$ cat src/rtl/tl_cmd_arbiter.sv
// tl_cmd_arbiter: shares the traffic_lights command port between requester A
// (local console) and requester B (remote link). Round-robin grant, legality
// filter, minimum spacing between forwarded commands, saturating issue count.
module tl_cmd_arbiter #(
  parameter int          CMD_GAP  = 2,
  parameter logic [15:0] MAX_TIME = 16'd60000,
  parameter int          CNT_W    = 16
) (
  input  logic             clk_i,
  input  logic             arst_i,
  input  logic [2:0]       a_type_i,
  input  logic [15:0]      a_data_i,
  input  logic             a_valid_i,
  output logic             a_ready_o,
  input  logic [2:0]       b_type_i,
  input  logic [15:0]      b_data_i,
  input  logic             b_valid_i,
  output logic             b_ready_o,
  output logic [2:0]       cmd_type_o,
  output logic [15:0]      cmd_data_o,
  output logic             cmd_valid_o,
  output logic             err_o,
  output logic             err_src_o,
  output logic [CNT_W-1:0] issued_cnt_o
);

  // gap counter only needs to hold CMD_GAP; keep at least one bit for CMD_GAP=0
  localparam int GAP_W = (CMD_GAP < 2) ? 1 : $clog2(CMD_GAP + 1);
  localparam logic [GAP_W-1:0] GAP_LOAD = GAP_W'(CMD_GAP);

  typedef struct packed {
    logic [2:0]  typ;
    logic [15:0] data;
  } cmd_t;

  logic [GAP_W-1:0] gap_cnt;
  logic             rr_last_b;   // 1: B was granted last, so A wins the next tie
  logic             idle, grant_a, grant_b, xfer, legal;
  cmd_t             sel;

  // grant, mux of the winning command and legality check
  always_comb begin
    idle    = (gap_cnt == '0);
    grant_a = idle & a_valid_i & (~b_valid_i | rr_last_b);
    grant_b = idle & b_valid_i & (~a_valid_i | ~rr_last_b);
    xfer    = grant_a | grant_b;
    sel     = grant_b ? cmd_t'{b_type_i, b_data_i} : cmd_t'{a_type_i, a_data_i};
    // timing commands (3..5) need a non-zero duration within MAX_TIME;
    // data is don't-care for the on/off/uncontrolled commands
    legal   = (sel.typ <= 3'd5) &&
              ((sel.typ < 3'd3) || ((sel.data != 16'd0) && (sel.data <= MAX_TIME)));
  end

  assign a_ready_o = grant_a;
  assign b_ready_o = grant_b;

  // output strobe, error flag, RR pointer, spacing counter and issue count
  always_ff @(posedge clk_i or posedge arst_i) begin
    if (arst_i) begin
      cmd_valid_o  <= 1'b0;
      cmd_type_o   <= '0;
      cmd_data_o   <= '0;
      err_o        <= 1'b0;
      err_src_o    <= 1'b0;
      rr_last_b    <= 1'b1;
      gap_cnt      <= '0;
      issued_cnt_o <= '0;
    end else begin
      cmd_valid_o <= xfer & legal;
      cmd_type_o  <= (xfer & legal) ? sel.typ  : 3'd0;
      cmd_data_o  <= (xfer & legal) ? sel.data : 16'd0;
      err_o       <= xfer & ~legal;
      if (xfer & ~legal)
        err_src_o <= grant_b;
      if (xfer)
        rr_last_b <= grant_b;
      // dropped commands do not consume a gap; only forwarded ones do
      if (xfer & legal) begin
        gap_cnt <= GAP_LOAD;
        if (issued_cnt_o != '1)
          issued_cnt_o <= issued_cnt_o + CNT_W'(1);
      end else if (gap_cnt != '0) begin
        gap_cnt <= gap_cnt - GAP_W'(1);
      end
    end
  end

endmodule
$ cat config.mk
export PLATFORM = sky130hd
export DESIGN_NAME = tl_cmd_arbiter
export DESIGN_NICKNAME = d
export VERILOG_FILES = /design/src/rtl/tl_cmd_arbiter.sv
export SDC_FILE = /design/constraint.sdc
export NUM_CORES = 1
export LEC_CHECK = 0
export ABC_AREA = 1
export CAP_MARGIN = 30
export CORE_ASPECT_RATIO = 0.8
export CORE_UTILIZATION = 40
export DETAILED_ROUTE_END_ITERATION = 10
export PLACE_DENSITY = 0.71
export REMOVE_ABC_BUFFERS = 1
export SETUP_SLACK_MARGIN = 0.05
export SYNTH_ARGS = -nofsm -noshare
export SYNTH_HDL_FRONTEND = slang
export SYNTH_SLANG_ARGS = --single-unit
$ cat constraint.sdc
create_clock -name clk_i -period 3.3 [get_ports clk_i]
set_input_delay 0.33 -clock clk_i [delete_from_list [all_inputs] [get_ports clk_i]]
set_output_delay 0.33 -clock clk_i [all_outputs]
set_load 0.03 [all_outputs]
Word-level counts from Yosys, hierarchy flattened
Cells that the tools add are included.
- bits in registers: 41
- bits of input ports: 42
- output and inout bits: 40
- logic and storage cells: 40
- add/sub/neg operators: 2
- $lt $le $gt $ge: 3
- equal/unequal tests: 1
- mux-type cells: 5
- bitwise logic cells: 13
- reduce and logical (&&, ||, !) cells: 8
- operators by type and width (kind ; count):
    $mux W19 ; 1
    $add A16 B1 Y16 const B ; 1
    $le A16 B16 Y1 const B ; 1
    $mux W16 ; 1
    $ne A16 B16 Y1 const B ; 1
    $reduce_bool A16 Y1 ; 1
    $and A1 B1 Y1 ; 6
    $mux W2 ; 2
    $not A1 Y1 ; 4
    $reduce_bool A2 Y1 ; 2
    $le A3 B3 Y1 const B ; 1
    $lt A3 B2 Y1 const B ; 1
    $mux W3 ; 1
    $or A1 B1 Y1 ; 3
    $logic_and A1 B1 Y1 ; 2
    $logic_not A2 Y1 ; 1
    $reduce_and A2 Y1 ; 1
    $sub A2 B1 Y2 const B ; 1
    $logic_or A1 B1 Y1 ; 1

Logic depth before layout (Yosys ltp)
Gate-level depths: netlist of the first run.
- depth in word-level cells: 10
- depth in mapped cells: 20
- gate-level depth less buffers: 18

Worst setup path after synthesis of the first run
Ideal clock, no wire load.
- path kind: reg2reg
- from: reg gap_cnt[0]
- to: reg issued_cnt_o[9]
- library setup time: 118 ps
- data arrival time: 2079 ps
- required time: 3182 ps
- path slack: 1102 ps
- cell stages (with the launch flop): 11
- path buffers: 1
- period minus slack after synthesis: 2198 ps
- path through: dfrtp_1 -> inv_1 -> ha_1 -> nand2_1 -> a21oi_1 -> nor2_1 -> inv_1 -> clkbuf_1 -> nand3_1 -> nand2_1 -> nand2_1
- elaborated cells on any way between the ends: 16
- those cells by class: 3 x order compare; 1 x mux; 6 x bitwise; 6 x reduce/logical
- RTL lines (what ; RTL line ; source):
    from (decl) ; 36 ; logic [GAP_W-1:0] gap_cnt;
    from (signal assigned) ; 83 ; gap_cnt <= gap_cnt - GAP_W'(1);
    $logic_not A2 Y1 ; 43 ; idle = (gap_cnt == '0);
    $and A1 B1 Y1 (2 in series) ; 44 ; grant_a = idle & a_valid_i & (~b_valid_i | rr_last_b);
    net a_ready_o ; 14 ; output logic a_ready_o,
    $or A1 B1 Y1 ; 46 ; xfer = grant_a | grant_b;
    $and A1 B1 Y1 ; 78 ; if (xfer & legal) begin
    $reduce_and A2 Y1 (no line) ; - ;
    to (signal assigned) ; 81 ; issued_cnt_o <= issued_cnt_o + CNT_W'(1);
    to (decl) ; 24 ; output logic [CNT_W-1:0] issued_cnt_o
The timed path passes the listed nets, and every way through them passes these cells.
A chain may end at the register's enable or synchronous reset.

Final worst setup path of the first run
- from: reg gap_cnt[0]
- to: reg gap_cnt[1]
- word-level cells in the longest chain between the ends: 10
- elaborated cells on any way between the ends: 20
- those cells by class: 1 x add/sub; 3 x order compare; 3 x mux; 6 x bitwise; 7 x reduce/logical
- ends and longest elaborated chain (what ; RTL line ; source):
    $logic_not A2 Y1 ; 43 ;
    $and A1 B1 Y1 (2 in series) ; 45 ; grant_b = idle & b_valid_i & (~a_valid_i | ~rr_last_b);
    $mux W19 ; 47 ; sel = grant_b ? cmd_t'{b_type_i, b_data_i} : cmd_t'{a_type_i, a_data_i};
    $le A16 B16 Y1 / $reduce_bool A16 Y1 (equally long branches) ; 51 ; ((sel.typ < 3'd3) || ((sel.data != 16'd0) && (sel.data <= MAX_TIME)));
    $logic_and A1 B1 Y1 ; 51 ;
    $logic_or A1 B1 Y1 ; 51 ;
    $logic_and A1 B1 Y1 ; 50 ; legal = (sel.typ <= 3'd5) &&
    $and A1 B1 Y1 ; 78 ;
    $mux W2 / $reduce_bool A2 Y1 (equally long branches) ; - ;
Parallel ways exist; a longest one is shown, timed or not. The select of a mux whose other input is x is not followed.

==> results of run 1 <==
-- layer usage --
| layer | vias up | global-route usage, % | share of wire (%) |
|---|---|---|---|
| li1 | 1219 | - | - |
| met1 | 1079 | 27.12 | 47 |
| met2 | 62 | 32.99 | 47 |
| met3 | 6 | 5.006 | 5.4 |
| met4 | 0 | 5.644 | 1.2 |
| met5 | - | 0 | 0 |
-- report_power, final --
group	total, W	internal [W]	switching [W]
sequential	0.000680	0.000617	0.0000625
clock	0.000329	0.000166	0.000163
combinational	0.000993	0.000371	0.000622
total	0.00200	0.00115	0.000847
-- synth_stat cells --
cell,instances
sky130_fd_sc_hd__dfrtp_1,40
sky130_fd_sc_hd__clkinv_2,1
sky130_fd_sc_hd__o211ai_1,1
sky130_fd_sc_hd__nand2_2,3
sky130_fd_sc_hd__dfstp_2,1
sky130_fd_sc_hd__xor2_1,6
sky130_fd_sc_hd__o21ai_1,9
sky130_fd_sc_hd__o21ai_2,2
sky130_fd_sc_hd__ha_1,2
sky130_fd_sc_hd__clkinv_1,1
sky130_fd_sc_hd__mux2i_1,3
sky130_fd_sc_hd__a21oi_1,3
sky130_fd_sc_hd__buf_2,1
sky130_fd_sc_hd__o21ai_0,3
sky130_fd_sc_hd__and2_1,3
sky130_fd_sc_hd__buf_4,2
sky130_fd_sc_hd__clkbuf_1,3
sky130_fd_sc_hd__nand4_1,17
sky130_fd_sc_hd__or2_2,1
sky130_fd_sc_hd__nand3_1,14
sky130_fd_sc_hd__nand3_2,1
sky130_fd_sc_hd__nor3_1,8
sky130_fd_sc_hd__inv_1,40
sky130_fd_sc_hd__nand3b_1,3
sky130_fd_sc_hd__buf_6,7
sky130_fd_sc_hd__nor2_1,41
sky130_fd_sc_hd__xnor2_1,3
sky130_fd_sc_hd__nand2_4,2
sky130_fd_sc_hd__nand2_1,118
sky130_fd_sc_hd__a21oi_2,1
-- layout make-up --
class	count	share of cell area, %
multi-input cells	244	33.92
flip-flops and latches	41	30.17
repair buffers	87	25.73
inverters	42	4.667
well taps	81	2.977
clock buffers	7	2.536
-- cell families (layout without fill, tap and decap cells) --
logic type / after synthesis / in the layout
buf+inv: 55 / 136
mux: 3 / 3
simple gates: 211 / 211
compound gates: 19 / 19
fa+ha+maj: 2 / 2
xor+xnor: 9 / 9
flops: 41 / 41
-- worst max-delay path, stage by stage, from the launching register on --
cell and delay, ns:
sky130_fd_sc_hd__dfrtp_1 0.36, sky130_fd_sc_hd__inv_1 0.05, sky130_fd_sc_hd__ha_1 0.27, sky130_fd_sc_hd__nand2_2 0.11, sky130_fd_sc_hd__clkinv_2 0.10, sky130_fd_sc_hd__nand2_4 0.32
sky130_fd_sc_hd__nand2_1 0.10, sky130_fd_sc_hd__o21ai_1 0.19, sky130_fd_sc_hd__nand2_1 0.11, sky130_fd_sc_hd__nor2_1 0.11, sky130_fd_sc_hd__nand2_1 0.06, sky130_fd_sc_hd__nor2_1 0.10
sky130_fd_sc_hd__nor2_1 0.06, sky130_fd_sc_hd__nand2_2 0.09, sky130_fd_sc_hd__nand2_4 0.17, sky130_fd_sc_hd__nand2_2 0.37, sky130_fd_sc_hd__o211ai_1 0.15
-- how the worst max path moves through the flow --
stage | startpoint | end | cells past startpoint
after floorplan | gap_cnt[0] | gap_cnt[1] | 15
after global placement | a_valid_i | cmd_data_o[12] | 14
after detailed placement | a_valid_i | gap_cnt[1] | 14
after CTS | gap_cnt[0] | gap_cnt[1] | 16
after global routing | gap_cnt[0] | gap_cnt[1] | 15
final | gap_cnt[0] | gap_cnt[1] | 16
-- per-stage QoR --
step / setup slack [ns] / instances / hold WS, ns
finish: 0.4247 / 502 / 0.2830
global route: 0.1572 / 502 / 0.2973
CTS: 0.4752 / 502 / 0.2917
detailed placement: 0.3058 / 495 / 0.4885
global placement: 0.3490 / 494 / 0.4880
floorplan: 0.7616 / 327 / 0.4822
-- registers in the layout, summed over array words and instances, names as in the netlist --
| register | count |
|---|---|
| cmd_valid_o | 1 |
| issued_cnt_o | 16 |
| rr_last_b | 1 |
| err_src_o | 1 |
| cmd_data_o | 16 |
| cmd_type_o | 3 |
| err_o | 1 |
| gap_cnt | 2 |
==> results.yml, run 1 <==
logic_synthesis:
  yosysWarnings: 0
  netlist-cell-type-count: 30
  synth_top_area_share_pct: 40.84
  post_synth_xor_xnor_area_pct: 3.216
  postSynthCellCount: 340
  fraction_of_the_mapped_netlist_area_in_adder_cells_pct: 1.021
  synth_area_per_cell_um2: 7.209
  flip_flop_and_latch_count_after_synthesis: 41
  post_synth_instance_area_um2: 2451
  synth-seq-area-share_pct: 41.91
  synth_top_family_by_area: "simple AND/OR/NAND/NOR gates"
  post_synth_main_area_contributors: "sky130_fd_sc_hd__dfrtp_1 (41%), sky130_fd_sc_hd__nand2_1 (18%), sky130_fd_sc_hd__nor2_1 (6.3%)"
  synth_compound_gate_area_share_pct: 4.441
  post_synthesis_mux_area_share_pct: 1.225
  simple_logic_cell_fraction_of_the_synthesized_area_pct: 37.21
  yosys.area.top_type: "sky130_fd_sc_hd__dfrtp_1"
sta:
  maxSlewViolCount: 0
  worstMarginPinSlew_ns: 0.5734
  setup_viol: 0
  grt_setup_unrepaired: "false"
  report.final.hold_viol_count: 0
  fin_crit_sh_pct: 87.13
  max-slew-margin-rel_pct: 61.77
  fin_setup_tns_ns: 0
  finClkSkew_ns: 0.006996
  min_period_ns: 2.875
  timing.fmax_mhz: 347.8
routing:
  drt_iter0_markers: 104
  routed_wirelength_um: 6030
  antenna_violating_nets_post_route: 0
  drc_errors: 0
  num_vias: 2366
  routedWlPerCell_um: 12.01
  first_pass_iteration_count_of_the_detailed_router: 4
  post_drt_via_cell_ratio: 4.713
floorplanning:
  die_area_um2: 6447
  floorplan.die.height_um: 72.02
  fp-row-count: 25
  ioPinCount: 82
  start_util_pct: 41.46
  die_w_um: 89.52
  design.core.area_um2: 5912
run:
  maxCapViolCount: 0
final_layout:
  insertedDiodeCount: 0
  sequential_cell_area_um2: 1027
  final_util_pct: 57.59
  layout.nets: 465
  most_common_cell_after_layout_fill_and_taps_aside: "sky130_fd_sc_hd__nand2_1"
  final_area_um2: 3405
  area_growth_pct: 38.90
  ratio_of_cells_with_drive_above_1_in_the_final_layout_pct: 5.701
  multi_input_combinational_cell_area_um2: 1155
  final.fill_count: 534
  layout_common_cells: "sky130_fd_sc_hd__nand2_1 (118), sky130_fd_sc_hd__clkdlybuf4s50_1 (81), sky130_fd_sc_hd__nor2_1 (41), sky130_fd_sc_hd__inv_1 (40), sky130_fd_sc_hd__dfrtp_1 (40)"
cts:
  cts_htree_levels: 2
  tritoncts: "done"
  cts.clk_slew.worst_paths_ns: 0.07
  holdBufCountCts: 0
  cts_inserted_buffers: 5
  clkLatencyLatePin_ns: 0.29
  ctsLongestPathBuffers: 2
  ctsResizeCount: 0
  cts_root_buffer: "sky130_fd_sc_hd__clkbuf_8"
  cts.sink_count: 41
  cts.repair_timing.setup_buffer_count: 0
placement:
  dp_hpwl_um: 4568
  placement.cell_area_um2: 3318
  place.port_buffers: 81
  final_wtd_congestion: 0.8334
run_status:
  status: "finished, final reports clean"
worst_setup_path:
  crit_path_end_kind: "flop"
  reg2reg_slack_ns: 0.42
  critical_path.startpoint_type: "flop"
  worst_path_arrival_ns: 3.02
  worst-path-max-fanout: 40
  cp.required_ns: 3.44
  timing.setup.critical_path_class: "reg -> reg"
  timing.rr.end: "gap_cnt[1]"
  worstRegToRegCells: 16
  worst_r2r_startpoint: "gap_cnt[0]"
power_and_ir_drop:
  irDropWorstVdd_mv: 0.2210
  p_leak_nw: 1.691
  design_power_total_w: 0.002001
  power.density_cell_area_nw_per_um2: 587.8
global_routing:
  global_route_wire_length_before_repair_um: 9970
  grt_max_degree: 41
  overflow: 0
  grt_pass1_vias: 2228
  grt_usage_pct: 20.34
  antenna_found_initial: 0
hold_path:
  hp_class: "in -> async"
No activity file was read; power rests on OpenSTA's default activity.
==> run 2, diff against run 1 <==
--- a/config.mk
+++ b/config.mk
@@ -8,9 +8,10 @@
 export ABC_AREA = 1
 export CAP_MARGIN = 30
 export CORE_ASPECT_RATIO = 0.8
-export CORE_UTILIZATION = 40
+export CORE_UTILIZATION = 48
 export DETAILED_ROUTE_END_ITERATION = 10
-export PLACE_DENSITY = 0.71
+export HOLD_SLACK_MARGIN = 0.12
+export PLACE_DENSITY = 0.83
 export REMOVE_ABC_BUFFERS = 1
 export SETUP_SLACK_MARGIN = 0.05
 export SYNTH_ARGS = -nofsm -noshare
==> results.yml, run 2 (synthesis gave the netlist of run 1 again) <==
sta:
  min_period_ns: 2.949
  worstMarginPinSlew_ns: 0.5188
  max-slew-margin-rel_pct: 65.32
  timing.fmax_mhz: 339.1
  report.final.hold_viol_count: 0
  fin_crit_sh_pct: 89.37
  grt_setup_unrepaired: "false"
  fin_setup_tns_ns: 0
  finClkSkew_ns: 0.006642
  maxSlewViolCount: 0
  setup_viol: 0
cts:
  cts.clk_slew.worst_paths_ns: 0.08
  cts_inserted_buffers: 5
  clkLatencyLatePin_ns: 0.30
  cts_htree_levels: 2
  cts.sink_count: 41
  tritoncts: "done"
  cts_root_buffer: "sky130_fd_sc_hd__clkbuf_8"
  ctsLongestPathBuffers: 2
power_and_ir_drop:
  p_leak_nw: 1.677
  design_power_total_w: 0.002049
  irDropWorstVdd_mv: 0.4529
  power.density_cell_area_nw_per_um2: 610.7
routing:
  drc_errors: 0
  drt_iter0_markers: 157
  routedWlPerCell_um: 12.68
  num_vias: 2423
  first_pass_iteration_count_of_the_detailed_router: 5
  routed_wirelength_um: 6059
  post_drt_via_cell_ratio: 5.069
  antenna_violating_nets_post_route: 0
worst_setup_path:
  timing.setup.critical_path_class: "reg -> reg"
  cp.required_ns: 3.49
  worst-path-max-fanout: 40
  worst_path_arrival_ns: 3.14
  crit_path_end_kind: "flop"
  critical_path.startpoint_type: "flop"
final_layout:
  layout_common_cells: "sky130_fd_sc_hd__nand2_1 (118), sky130_fd_sc_hd__clkdlybuf4s50_1 (81), sky130_fd_sc_hd__nor2_1 (41), sky130_fd_sc_hd__inv_1 (40), sky130_fd_sc_hd__dfrtp_1 (40)"
  ratio_of_cells_with_drive_above_1_in_the_final_layout_pct: 5.263
  most_common_cell_after_layout_fill_and_taps_aside: "sky130_fd_sc_hd__nand2_1"
  layout.nets: 461
  final.fill_count: 380
  area_growth_pct: 36.91
  reg_top3: "cmd_data_o x16, issued_cnt_o x16, cmd_type_o x3"
  insertedDiodeCount: 0
global_routing:
  global_route.usage.met1_pct: 32.17
  grt_use_met2_pct: 41.43
  grt_usage_pct: 24.68
  use_met3_pct: 3.724
  global_route_wire_length_before_repair_um: 9949
  grt_pass1_vias: 2220
  antenna_found_initial: 0
  grt_max_degree: 42
  overflow: 0
  global_route.peak_usage_layer: "met2"
run:
  maxCapViolCount: 0
floorplanning:
  die_w_um: 81.90
  design.core.area_um2: 4735
  floorplan.die.height_um: 65.92
  fp-row-count: 22
  start_util_pct: 51.77
  ioPinCount: 82
  die_area_um2: 5398
run_status:
  status: "finished, final reports clean"
placement:
  final_wtd_congestion: 0.8599
  place.port_buffers: 81
  dp_hpwl_um: 4511
hold_path:
  hp_class: "in -> async"
[run 2: cell type report]
type / instances / area, um2 / area share (%)
multi-input cells: 244 / 1167 / 34.79
repair buffers: 83 / 825.8 / 24.61
inverters: 42 / 158.9 / 4.735
clock buffers: 7 / 96.34 / 2.871
clock inverters: 1 / 5.005 / 0.1491
flip-flops and latches: 41 / 1027 / 30.61
well taps: 60 / 75.07 / 2.237
[run 2: worst max-delay path: stages, from the launching register on]
cell and delay (ns):
sky130_fd_sc_hd__dfrtp_1 0.39, sky130_fd_sc_hd__inv_1 0.06, sky130_fd_sc_hd__ha_1 0.29, sky130_fd_sc_hd__nand2_2 0.14, sky130_fd_sc_hd__clkinv_2 0.12, sky130_fd_sc_hd__nand2_4 0.32, sky130_fd_sc_hd__nand2_1 0.16, sky130_fd_sc_hd__o21ai_2 0.12
sky130_fd_sc_hd__and2_1 0.15, sky130_fd_sc_hd__nand2_1 0.05, sky130_fd_sc_hd__nor2_1 0.12, sky130_fd_sc_hd__nand2_1 0.07, sky130_fd_sc_hd__nand2_1 0.07, sky130_fd_sc_hd__nand2_2 0.07, sky130_fd_sc_hd__nand2_4 0.22, sky130_fd_sc_hd__nand3_2 0.26
sky130_fd_sc_hd__nand2_1 0.14, sky130_fd_sc_hd__nand2_1 0.05
[run 2: where the power goes]
group          leakage (nW)  internal (W)  switching, W
combinational          1.07      0.000362      0.000631
clock                0.0542      0.000189      0.000178
sequential            0.553      0.000617     0.0000725
total                  1.68       0.00117      0.000881
[run 2: path summary, 6_finish.rpt]
| path | to | slack (ns) | from | cells after the start |
|---|---|---|---|---|
| worst max-delay path | issued_cnt_o[1] | 0.35 | gap_cnt[0] | 17 |
| worst min-delay path | issued_cnt_o[13] | 0.44 | arst_i | 3 |
| worst max register to register | issued_cnt_o[1] | 0.35 | gap_cnt[0] | 17 |
| worst min register to register | issued_cnt_o[12] | 0.51 | issued_cnt_o[12] | 2 |
| max in group asynchronous | rr_last_b | 2.48 | arst_i | 3 |
| min in group clk_i | issued_cnt_o[12] | 0.51 | issued_cnt_o[12] | 2 |
[run 2: routing by layer]
metal / vias up / routed length, um
met4: 0 / 91
met3: 9 / 286
met2: 68 / 3000
met1: 1123 / 2680
met5: - / 0
li1: 1223 / -
[run 2: timing repair]
item,4_1_cts,5_1_grt
endpoints found under the setup margin,0,6
gates resized for setup,0,2
hold buffers,0,0
setup buffers,0,0
[run 2: per-stage QoR]
| step | setup WS, ns | hold slack, ns | utilization [%] | cells | area, um2 |
|---|---|---|---|---|---|
| 3_5_place_dp | 0.2819 | 0.4954 | 68.47 | 470 | 3242 |
| 3_3_place_gp | 0.3520 | 0.4835 | 68.47 | 470 | 3242 |
| 6_report | 0.3506 | 0.4430 | 70.88 | 478 | 3356 |
| 5_1_grt | 0.03999 | 0.4902 | 70.88 | 478 | 3356 |
| 2_1_floorplan | 0.7616 | 0.4822 | - | 327 | 2341 |
| 4_1_cts | 0.3310 | 0.4657 | 70.61 | 478 | 3343 |
==> run 3, diff against run 2 <==
--- a/config.mk
+++ b/config.mk
@@ -13,7 +13,7 @@
 export HOLD_SLACK_MARGIN = 0.12
 export PLACE_DENSITY = 0.83
 export REMOVE_ABC_BUFFERS = 1
-export SETUP_SLACK_MARGIN = 0.05
+export SETUP_SLACK_MARGIN = 0.2
 export SYNTH_ARGS = -nofsm -noshare
 export SYNTH_HDL_FRONTEND = slang
 export SYNTH_SLANG_ARGS = --single-unit
==> results.yml, run 3 (synthesis gave the netlist of run 1 again) <==
floorplanning:
  start_util_pct: 51.77
  design.core.area_um2: 4735
  floorplan.die.height_um: 65.92
  ioPinCount: 82
  fp-row-count: 22
  die_w_um: 81.90
  die_area_um2: 5398
cts:
  cts.sink_count: 41
  cts.repair_timing.setup_buffer_count: 0
  ctsLongestPathBuffers: 2
  clkLatencyLatePin_ns: 0.30
  cts.clk_slew.worst_paths_ns: 0.08
  cts_htree_levels: 2
  cts_root_buffer: "sky130_fd_sc_hd__clkbuf_8"
  tritoncts: "done"
  cts_inserted_buffers: 5
sta:
  timing.fmax_mhz: 358.2
  worstMarginPinSlew_ns: 0.5620
  report.final.hold_viol_count: 0
  maxSlewViolCount: 0
  hold_ws_ns: 0.4473
  finClkSkew_ns: 0.006059
  fin_crit_sh_pct: 84.60
  max-slew-margin-rel_pct: 62.43
  setup_viol: 0
  fin_setup_tns_ns: 0
  grt_setup_unrepaired: "false"
  min_period_ns: 2.792
global_routing:
  overflow: 0
  antenna_found_initial: 0
  grt_usage_pct: 24.68
  global_route_wire_length_before_repair_um: 9949
  grt_pass1_vias: 2220
  grt_max_degree: 42
final_layout:
  insertedDiodeCount: 0
  layout.nets: 461
  final.fill_count: 377
  area_growth_pct: 37.57
  stdcell_count: 478
  multi_input_combinational_cell_area_um2: 1184
  most_common_cell_after_layout_fill_and_taps_aside: "sky130_fd_sc_hd__nand2_1"
  ratio_of_cells_with_drive_above_1_in_the_final_layout_pct: 5.263
  sequential_cell_area_um2: 1027
  reg_top3: "cmd_data_o x16, issued_cnt_o x16, cmd_type_o x3"
  layout_common_cells: "sky130_fd_sc_hd__nand2_1 (118), sky130_fd_sc_hd__clkdlybuf4s50_1 (81), sky130_fd_sc_hd__nor2_1 (41), sky130_fd_sc_hd__inv_1 (40), sky130_fd_sc_hd__dfrtp_1 (40)"
routing:
  num_vias: 2413
  post_drt_via_cell_ratio: 5.048
  drc_errors: 0
  routedWlPerCell_um: 12.72
  antenna_violating_nets_post_route: 0
  first_pass_iteration_count_of_the_detailed_router: 4
  routed_wirelength_um: 6082
  drt_iter0_markers: 156
worst_setup_path:
  worstRegToRegCells: 16
  timing.rr.end: "gap_cnt[1]"
  critical-path-slowest-cell: "sky130_fd_sc_hd__dfrtp_1"
  critPathMostFrequentCell: "sky130_fd_sc_hd__nand2_1"
  worst_r2r_startpoint: "gap_cnt[0]"
  timing.critical_path.cells: "inv_1 > ha_1 > nand2_2 > clkinv_2 > nand2_8 > nand2_1 > nand2_1 > nand2_1 > nor2_1 > nand3_1 > nand2_1 > nand2_1 > nand2_2 > nand2_4 > nand2_4 > o211ai_1"
  worst-path-max-fanout: 40
  crit_end: "gap_cnt[1]"
  critical_path.startpoint_type: "flop"
  worst_path_arrival_ns: 2.96
  max_stage_delay_ns: 0.39
  cp.required_ns: 3.46
  setup.worst_path.start: "gap_cnt[0]"
  timing.setup.critical_path_class: "reg -> reg"
  reg2reg_slack_ns: 0.51
  crit_path_end_kind: "flop"
run:
  maxCapViolCount: 0
power_and_ir_drop:
  irDropWorstVdd_mv: 0.4525
  power.density_cell_area_nw_per_um2: 611.8
  p_leak_nw: 1.676
  design_power_total_w: 0.002063
placement:
  place.port_buffers: 81
  dp_hpwl_um: 4511
  placedCellCount: 470
  final_wtd_congestion: 0.8599
run_status:
  status: "finished, final reports clean"
hold_path:
  hp_class: "in -> async"
## run 3: cell count changes in the layout (fill, tap and decap cells not counted)
| cell | previous run | this run |
|---|---|---|
| sky130_fd_sc_hd__nand2_8 | 0 | 1 |
| sky130_fd_sc_hd__nand3_4 | 0 | 1 |
| sky130_fd_sc_hd__nand2_4 | 3 | 2 |
| sky130_fd_sc_hd__nand3_2 | 1 | 0 |
## run 3: power by group
part | switching, W | internal, W | total (W)
clock | 0.000177 | 0.000189 | 0.000366
combinational | 0.000641 | 0.000367 | 0.00101
sequential | 0.0000723 | 0.000617 | 0.000690
## run 3: worst max-delay path, delay by kind of cell, from the launching register on
family / cells / cell delay [ns]
and+or+nand+nor: 12 / 1.64
AOI/OAI and AO/OA: 1 / 0.13
buffers and inverters: 2 / 0.19
adders and majority gates: 1 / 0.30
DFF: 1 / 0.39
## run 3: what timing repair did
item                       4_1_cts  5_1_grt
resized for setup                0        4
hold buffers                     0        0
setup endpoints to repair        0       31
## run 3: layout make-up
| class | instances | share of cell area [%] |
|---|---|---|
| Clock buffer | 7 | 2.857 |
| Sequential cell | 41 | 30.46 |
| Tap cell | 60 | 2.226 |
| Clock inverter | 1 | 0.1484 |
| Multi-Input combinational cell | 244 | 35.10 |
| Timing Repair Buffer | 83 | 24.49 |
| Inverter | 42 | 4.712 |
## run 3: how the worst min path moves through the flow
stage,slack [ns],cells after the start,endpoint,start
floorplan,0.48,2,gap_cnt[1],gap_cnt[1]
global placement,0.48,2,err_src_o,err_src_o
detailed placement,0.50,2,issued_cnt_o[12],issued_cnt_o[12]
CTS,0.47,3,issued_cnt_o[13],arst_i
global route,0.49,3,issued_cnt_o[15],arst_i
finish,0.45,3,issued_cnt_o[13],arst_i
## run 3: layer usage
metal	global-route usage (%)	wire length, um	vias to the layer above
li1	-	-	1221
met1	32.17	2735	1108
met2	41.43	2973	75
met3	3.724	285	9
met4	8.553	88	0
met5	0	0	-
## run 3: metrics by stage
stage	worst slack, ns	utilization, %	area (um2)
2_1_floorplan	0.7616	-	2341
3_3_place_gp	0.3520	68.47	3242
3_5_place_dp	0.2819	68.47	3242
4_1_cts	0.3310	70.61	3343
5_1_grt	0.2301	71.22	3372
6_report	0.5082	71.22	3372
